===== config.mk =====
export PLATFORM = sky130hd
export DESIGN_NAME = srt_div_ctrl
export DESIGN_NICKNAME = d
export VERILOG_FILES = /design/src/rtl/div_pkg.sv /design/src/rtl/lzc32.sv /design/src/rtl/srt_step.sv /design/src/rtl/srt_div_ctrl.sv
export SDC_FILE = /design/constraint.sdc
export NUM_CORES = 2
export LEC_CHECK = 0
export BUFFER_PORTS_ARGS = -buffer_cell sky130_fd_sc_hd__buf_4
export CAP_MARGIN = 40
export CORE_UTILIZATION = 35
export DETAILED_ROUTE_END_ITERATION = 7
export PLACE_DENSITY = 0.56
export SYNTH_ARGS = -nofsm -noshare
export SYNTH_HDL_FRONTEND = slang
export SYNTH_HIERARCHICAL = 1
export SYNTH_SLANG_ARGS = --single-unit

===== constraint.sdc =====
create_clock -name clk -period 12.93 [get_ports clk]
set_clock_uncertainty 0.2 [all_clocks]
set_input_delay 3.2325 -clock clk [delete_from_list [all_inputs] [get_ports clk]]
set_output_delay 3.2325 -clock clk [all_outputs]
set_load 0.05 [all_outputs]

===== src/rtl/div_pkg.sv =====
// Shared definitions for the radix-4 SRT divider sequencer: widths, op codes,
// state encoding and the iteration-count rule.
package div_pkg;

  localparam int unsigned REM_W = 66;
  localparam int unsigned DIV_W = 34;
  localparam int unsigned Q_W   = 32;

  localparam logic [1:0] OP_DIV  = 2'b00;
  localparam logic [1:0] OP_DIVU = 2'b01;
  localparam logic [1:0] OP_REM  = 2'b10;
  localparam logic [1:0] OP_REMU = 2'b11;

  typedef enum logic [2:0] {
    S_IDLE,
    S_NORM,
    S_ITER,
    S_CORR,
    S_FIX,
    S_DONE
  } state_t;

  // Radix-4 steps needed for a divisor shifted left by s: ceil((s+2)/2).
  function automatic logic [4:0] iter_count(input logic [4:0] s);
    logic [5:0] t;
    t = {1'b0, s} + (s[0] ? 6'd3 : 6'd2);
    return t[5:1];
  endfunction

endpackage


===== src/rtl/lzc32.sv =====
// Combinational 32-bit leading-zero counter; result is don't-care for zero input.
module lzc32 (
  input  logic [31:0] value,
  output logic [4:0]  count
);

  // Highest set bit wins since it is visited last.
  always_comb begin
    count = 5'd0;
    for (int i = 0; i < 32; i++) begin
      if (value[i]) count = 5'(31 - i);
    end
  end

endmodule


===== src/rtl/srt_step.sv =====
// One radix-4 SRT step: R <- 4R - q*D with q in {-2..2}, carry-save remainder,
// quotient digits appended to the positive/negative digit vectors.
module srt_step
  import div_pkg::*;
(
  input  logic [REM_W-1:0] sum,
  input  logic [REM_W-1:0] carry,
  input  logic [DIV_W-1:0] d,
  input  logic [DIV_W-1:0] d_neg,
  input  logic [Q_W-1:0]   pos_q,
  input  logic [Q_W-1:0]   neg_q,
  output logic [REM_W-1:0] next_sum,
  output logic [REM_W-1:0] next_carry,
  output logic [Q_W-1:0]   next_pos_q,
  output logic [Q_W-1:0]   next_neg_q
);

  localparam int unsigned EST_W = REM_W + 4;

  logic [REM_W-1:0]        rem;
  logic signed [EST_W-1:0] x8;
  logic signed [EST_W-1:0] d1;
  logic signed [EST_W-1:0] d3;
  logic [1:0]              pd;
  logic [1:0]              nd;
  logic [REM_W-1:0]        term;
  logic [REM_W-1:0]        a;
  logic [REM_W-1:0]        b;

  // Digit selection compares 8R against D' and 3D' (D' = D aligned to the top).
  always_comb begin
    rem  = sum + carry;
    x8   = {rem[REM_W-1], rem, 3'b000};
    d1   = EST_W'({d, 32'b0});
    d3   = d1 + (d1 <<< 1);
    pd   = 2'd0;
    nd   = 2'd0;
    term = '0;
    if (x8 >= d3) begin
      pd   = 2'd2;
      term = REM_W'({d_neg, 32'b0} << 1);
    end else if (x8 >= d1) begin
      pd   = 2'd1;
      term = {d_neg, 32'b0};
    end else if (x8 > -d1) begin
      term = '0;
    end else if (x8 > -d3) begin
      nd   = 2'd1;
      term = {d, 32'b0};
    end else begin
      nd   = 2'd2;
      term = REM_W'({d, 32'b0} << 1);
    end

    a          = sum << 2;
    b          = carry << 2;
    next_sum   = a ^ b ^ term;
    next_carry = ((a & b) | (a & term) | (b & term)) << 1;
    next_pos_q = (pos_q << 2) | Q_W'(pd);
    next_neg_q = (neg_q << 2) | Q_W'(nd);
  end

endmodule


===== src/rtl/srt_div_ctrl.sv =====
// Radix-4 SRT divide sequencer for DIV/DIVU/REM/REMU: normalize, iterate,
// resolve the redundant remainder/quotient, apply signs, return one result.
module srt_div_ctrl
  import div_pkg::*;
(
  input  logic        clk,
  input  logic        rst,
  input  logic        start_i,
  input  logic [1:0]  op_i,
  input  logic [31:0] dividend_i,
  input  logic [31:0] divisor_i,
  input  logic        flush_i,
  output logic        busy_o,
  output logic        valid_o,
  output logic [31:0] result_o
);

  state_t           state_q;
  state_t           state_d;
  logic [1:0]       op_q;
  logic             sa_q;
  logic             sb_q;
  logic [Q_W-1:0]   a_abs_q;
  logic [Q_W-1:0]   b_abs_q;
  logic [4:0]       s_q;
  logic [4:0]       cnt_q;
  logic [DIV_W-1:0] d_q;
  logic [DIV_W-1:0] d_neg_q;
  logic [REM_W-1:0] sum_q;
  logic [REM_W-1:0] carry_q;
  logic [Q_W-1:0]   pos_q_q;
  logic [Q_W-1:0]   neg_q_q;

  logic             op_signed;
  logic             is_rem;
  logic             b_zero;
  logic [4:0]       lz;
  logic [Q_W-1:0]   dn;
  logic [REM_W-1:0] step_sum;
  logic [REM_W-1:0] step_carry;
  logic [Q_W-1:0]   step_pos_q;
  logic [Q_W-1:0]   step_neg_q;
  logic [REM_W-1:0] r_sum;
  logic [REM_W-1:0] r_corr;
  logic [Q_W-1:0]   q_raw;
  logic [Q_W-1:0]   q_corr;
  logic [6:0]       rem_shift;
  logic [Q_W-1:0]   rem_mag;
  logic [Q_W-1:0]   fix_result;
  logic [Q_W-1:0]   zero_result;

  lzc32 u_lzc (
    .value (b_abs_q),
    .count (lz)
  );

  srt_step u_step (
    .sum        (sum_q),
    .carry      (carry_q),
    .d          (d_q),
    .d_neg      (d_neg_q),
    .pos_q      (pos_q_q),
    .neg_q      (neg_q_q),
    .next_sum   (step_sum),
    .next_carry (step_carry),
    .next_pos_q (step_pos_q),
    .next_neg_q (step_neg_q)
  );

  // Next-state logic; flush overrides every transition.
  always_comb begin
    state_d = state_q;
    case (state_q)
      S_IDLE:  if (start_i) state_d = S_NORM;
      S_NORM:  state_d = b_zero ? S_DONE : S_ITER;
      S_ITER:  if (cnt_q == 5'd1) state_d = S_CORR;
      S_CORR:  state_d = S_FIX;
      S_FIX:   state_d = S_DONE;
      S_DONE:  state_d = S_IDLE;
      default: state_d = S_IDLE;
    endcase
    if (flush_i) state_d = S_IDLE;
  end

  always_ff @(posedge clk) begin
    if (rst) begin
      state_q <= S_IDLE;
      busy_o  <= 1'b0;
      valid_o <= 1'b0;
    end else begin
      state_q <= state_d;
      busy_o  <= (state_d != S_IDLE);
      valid_o <= (state_d == S_DONE);
    end
  end

  // Normalization, final correction and sign fix-up.
  always_comb begin
    op_signed   = (op_i == OP_DIV) || (op_i == OP_REM);
    is_rem      = (op_q == OP_REM) || (op_q == OP_REMU);
    b_zero      = (b_abs_q == '0);
    dn          = b_abs_q << lz;
    r_sum       = sum_q + carry_q;
    q_raw       = pos_q_q - neg_q_q;
    r_corr      = r_sum[REM_W-1] ? r_sum + {d_q, 32'b0} : r_sum;
    q_corr      = r_sum[REM_W-1] ? q_raw - 32'd1 : q_raw;
    rem_shift   = 7'd32 + 7'(s_q);
    rem_mag     = Q_W'(sum_q >> rem_shift);
    fix_result  = is_rem ? (sa_q ? -rem_mag : rem_mag)
                         : ((sa_q ^ sb_q) ? -pos_q_q : pos_q_q);
    zero_result = is_rem ? (sa_q ? -a_abs_q : a_abs_q) : 32'hFFFF_FFFF;
  end

  always_ff @(posedge clk) begin
    if (rst) begin
      op_q     <= 2'b00;
      sa_q     <= 1'b0;
      sb_q     <= 1'b0;
      a_abs_q  <= '0;
      b_abs_q  <= '0;
      s_q      <= '0;
      cnt_q    <= '0;
      d_q      <= '0;
      d_neg_q  <= '0;
      sum_q    <= '0;
      carry_q  <= '0;
      pos_q_q  <= '0;
      neg_q_q  <= '0;
      result_o <= '0;
    end else if (!flush_i) begin
      case (state_q)
        S_IDLE: if (start_i) begin
          op_q    <= op_i;
          sa_q    <= op_signed & dividend_i[31];
          sb_q    <= op_signed & divisor_i[31];
          a_abs_q <= (op_signed & dividend_i[31]) ? -dividend_i : dividend_i;
          b_abs_q <= (op_signed & divisor_i[31]) ? -divisor_i : divisor_i;
        end
        S_NORM: begin
          if (b_zero) begin
            result_o <= zero_result;
          end else begin
            s_q     <= lz;
            d_q     <= {2'b00, dn};
            d_neg_q <= -{2'b00, dn};
            sum_q   <= lz[0] ? {5'b0, a_abs_q, 29'b0} : {4'b0, a_abs_q, 30'b0};
            carry_q <= '0;
            pos_q_q <= '0;
            neg_q_q <= '0;
            cnt_q   <= iter_count(lz);
          end
        end
        S_ITER: begin
          sum_q   <= step_sum;
          carry_q <= step_carry;
          pos_q_q <= step_pos_q;
          neg_q_q <= step_neg_q;
          cnt_q   <= cnt_q - 5'd1;
        end
        S_CORR: begin
          sum_q   <= r_corr;
          pos_q_q <= q_corr;
        end
        S_FIX:   result_o <= fix_result;
        default: ;
      endcase
    end
  end

endmodule


==> flow_summary.toml <==
[route]
viasPerCell = 6.00
wire_per_inst_um = 22.9
drt_iter0_markers = 4254
vias = 45900
top_layer_used = "met5"
dr.pass1.iters = 6
wl_met1_um = 79200
routed_wl_um = 175000
met2_length_um = 75200
wl_met3_um = 13600
route.detailed.drc = 0
ant_nets = 0

[floorplan]
die_h_um = 362
rows = 131
core_sq_mm = 0.128
io_pins = 104
die_area_sq_mm = 0.131
fp.dieW_um = 362
initial_utilization = 0.354

[finish]
drive_above_1_share = 0.0774
area_growth_pct = 7.55
final_common_cell = "a21oi_1"
layout_common_cells = "a21oi_1 (578), nand2_1 (572), nor2_1 (549), ha_1 (415), dfxtp_1 (371)"
nNetsFinal = 6410
fin_cells = 7654

[pwr]
p_per_area_mw_per_mm2 = 88.9
p_switching_w = 0.00169
power_leakage_nw = 19.8
intPower_w = 0.00265
p_clk_frac = 0.317
power.switching_fraction = 0.389
finalPower_w = 0.00434
peakVddDrop_mv = 0.0831
pwr-share-seq = 0.293
comb_power_share = 0.390

[global_routing]
grt_pass1_vias = 42500
grt_pass1_wl_um = 265000
grt-ovfl-total = 0
antenna_found_initial = 4
grtUsageTotal = 0.257
grt_max_degree = 148

[setup_path]
cp_common_cell = "nand4_1"
cp.required_ps = 13270
worst_setup_path_end_kind = "flip-flop"
cp.arrival_ps = 9340
r2r-start = "d_q[2]$_SDFFE_PP0P_"
crit_path_start = "d_q[2]$_SDFFE_PP0P_"
critPathSlowestCell = "buf_4"
critPathKind = "reg -> reg"
worstSetupStartpointType = "flip-flop"
r2r_cells = 31
max_stage_delay_ps = 590
rr_endpoint = "sum_q[50]$_SDFFE_PP0P_"
regToRegSetupSlack_ps = 3930
endpoint = "sum_q[50]$_SDFFE_PP0P_"
cp_max_fo = 36

[worst_hold_path]
min_path_type = "reg -> reg"

[clock_network]
clk_pin_slew_worst_paths_ps = 60
clock-sinks = 375
cts_made_buffers = 44
ctsHoldBuffers = 0
postCtsSetupBuffers = 0
cts_tree = "built"
cts_resized = 0
clock_latency_ps = 620
cts_root_buffer = "clkbuf_16"
htree_levels = 2
clockBufferDepth = 3

[placed_design]
pre_cts_ws_ps = 4040
dp.cells = 7570
dp_hpwl_um = 136000
place.gp.congestion = 1.00
port_buffers = 103

[synth]
synth_top_cell_area_share = 0.166
synth-async-reset-ratio = 0
synthCells = 6068
postSynthAreaPerCell_sq_um = 7.48
yosysTopAreaCell = "dfxtp_1"
yosys_warnings = 6
synth_edf_count = 0
synth.area.top_cells = "dfxtp_1 (17%), ha_1 (11%), a21oi_1 (6.4%)"
ys_seq_area_frac = 0.166
ys_ff_latch = 375
ys.flop_type = "dfxtp_1"
syn_area_sq_mm = 0.0454
synth_cell_types = 111

[timing]
setup_tns_ps = 0
fmax_mhz = 111
finalSetupViolCount = 0
finalWorstSetupSlack_ps = 3930
slew_headroom = 0.223
worst_slew_pin_slew_ps = 1170
whs_ps = 242
final_max_slew_viol_count = 0
fin_crit_sh = 0.696
period_minus_slack_ps = 9000
hold_viol_final = 0
rsz0062_at_grt = "no"

[flow_run]
drv_cap = 0

[outcome]
outcome = "finished, final reports clean"
-- kinds of logic after synthesis --
group,share of synthesized area
compound gates,0.258
xor+xnor,0.0861
fa+ha+maj,0.131
buf+inv,0.0703
flops,0.166
mux,0.0805
other cells,0.000166
simple gates,0.208
-- worst max-delay path: cells and delay by family (launching register included) --
kind / cells / cell delay, ps
simple gates: 11 / 2890
compound gates: 10 / 2310
buf+inv: 4 / 1180
fa+ha+maj: 3 / 1130
flops: 1 / 540
xor+xnor: 2 / 360
mux: 1 / 270
-- through the flow --
stage | utilization | cell area (sq um)
4_1_cts | 0.381 | 48800
5_1_grt | 0.381 | 48800
3_3_place_gp | 0.368 | 47100
6_report | 0.381 | 48800
3_5_place_dp | 0.369 | 47300
2_1_floorplan | - | 45400
-- how the worst min path moves through the flow --
stage                              start                        end  slack (ps)  cells past startpoint
2_1_floorplan   d_neg_q[10]$_SDFFE_PP0P_   d_neg_q[10]$_SDFFE_PP0P_         250                      2
3_3_place_gp   result_o[27]$_SDFFE_PP0P_  result_o[27]$_SDFFE_PP0P_         230                      2
3_5_place_dp   result_o[27]$_SDFFE_PP0P_  result_o[27]$_SDFFE_PP0P_         230                      2
4_1_cts        result_o[27]$_SDFFE_PP0P_  result_o[27]$_SDFFE_PP0P_         240                      2
5_1_grt        result_o[16]$_SDFFE_PP0P_  result_o[16]$_SDFFE_PP0P_         270                      2
6_report       result_o[27]$_SDFFE_PP0P_  result_o[27]$_SDFFE_PP0P_         240                      2
-- flip-flops by register name (all words and copies together), names as in the netlist, 3 cells and up --
signal and flops:
d_q 31, pos_q_q 32, a_abs_q 32, state_q 3, neg_q_q 32, d_neg_q 34, b_abs_q 32, sum_q 66
cnt_q 5, result_o 32, carry_q 66, s_q 5
-- cell usage after synthesis, drive strengths merged (118+ instances only) --
library cell,instances
a21oi,580
nand2,573
nor2,555
ha,415
dfxtp,375
inv,337
clkbuf,301
xnor2,295
o21ai,264
nand3,248
a21o,176
a211oi,162
xor2,151
mux2i,142
nor3,137
buf,118
-- per-layer routing --
layer  vias up  GRT usage
met5         -          0
met4         2      0.101
met3       284     0.0328
met2      1874      0.394
met1     22100      0.363
li1      21700          -
-- cell type report --
type / instances / area (sq um)
fillers: 13500 / 79200
inverters: 342 / 1280
clock inverters: 20 / 298
multi-input cells: 4945 / 34800
clock buffers: 58 / 1210
well taps: 1729 / 2160
flip-flops and latches: 375 / 7510
diodes: 6 / 15.0
repair buffers: 179 / 1450
-- power groups by stage --
stage                     Clock [W]  Sequential, W  Combinational, W
after global placement            0        0.00129           0.00164
after global routing        0.00143        0.00127           0.00184
after detailed placement          0        0.00129           0.00166
after floorplan                   0        0.00125           0.00124
final                       0.00137        0.00127           0.00169
after CTS                   0.00140        0.00127           0.00167
Power figures use the tool's default switching activity.
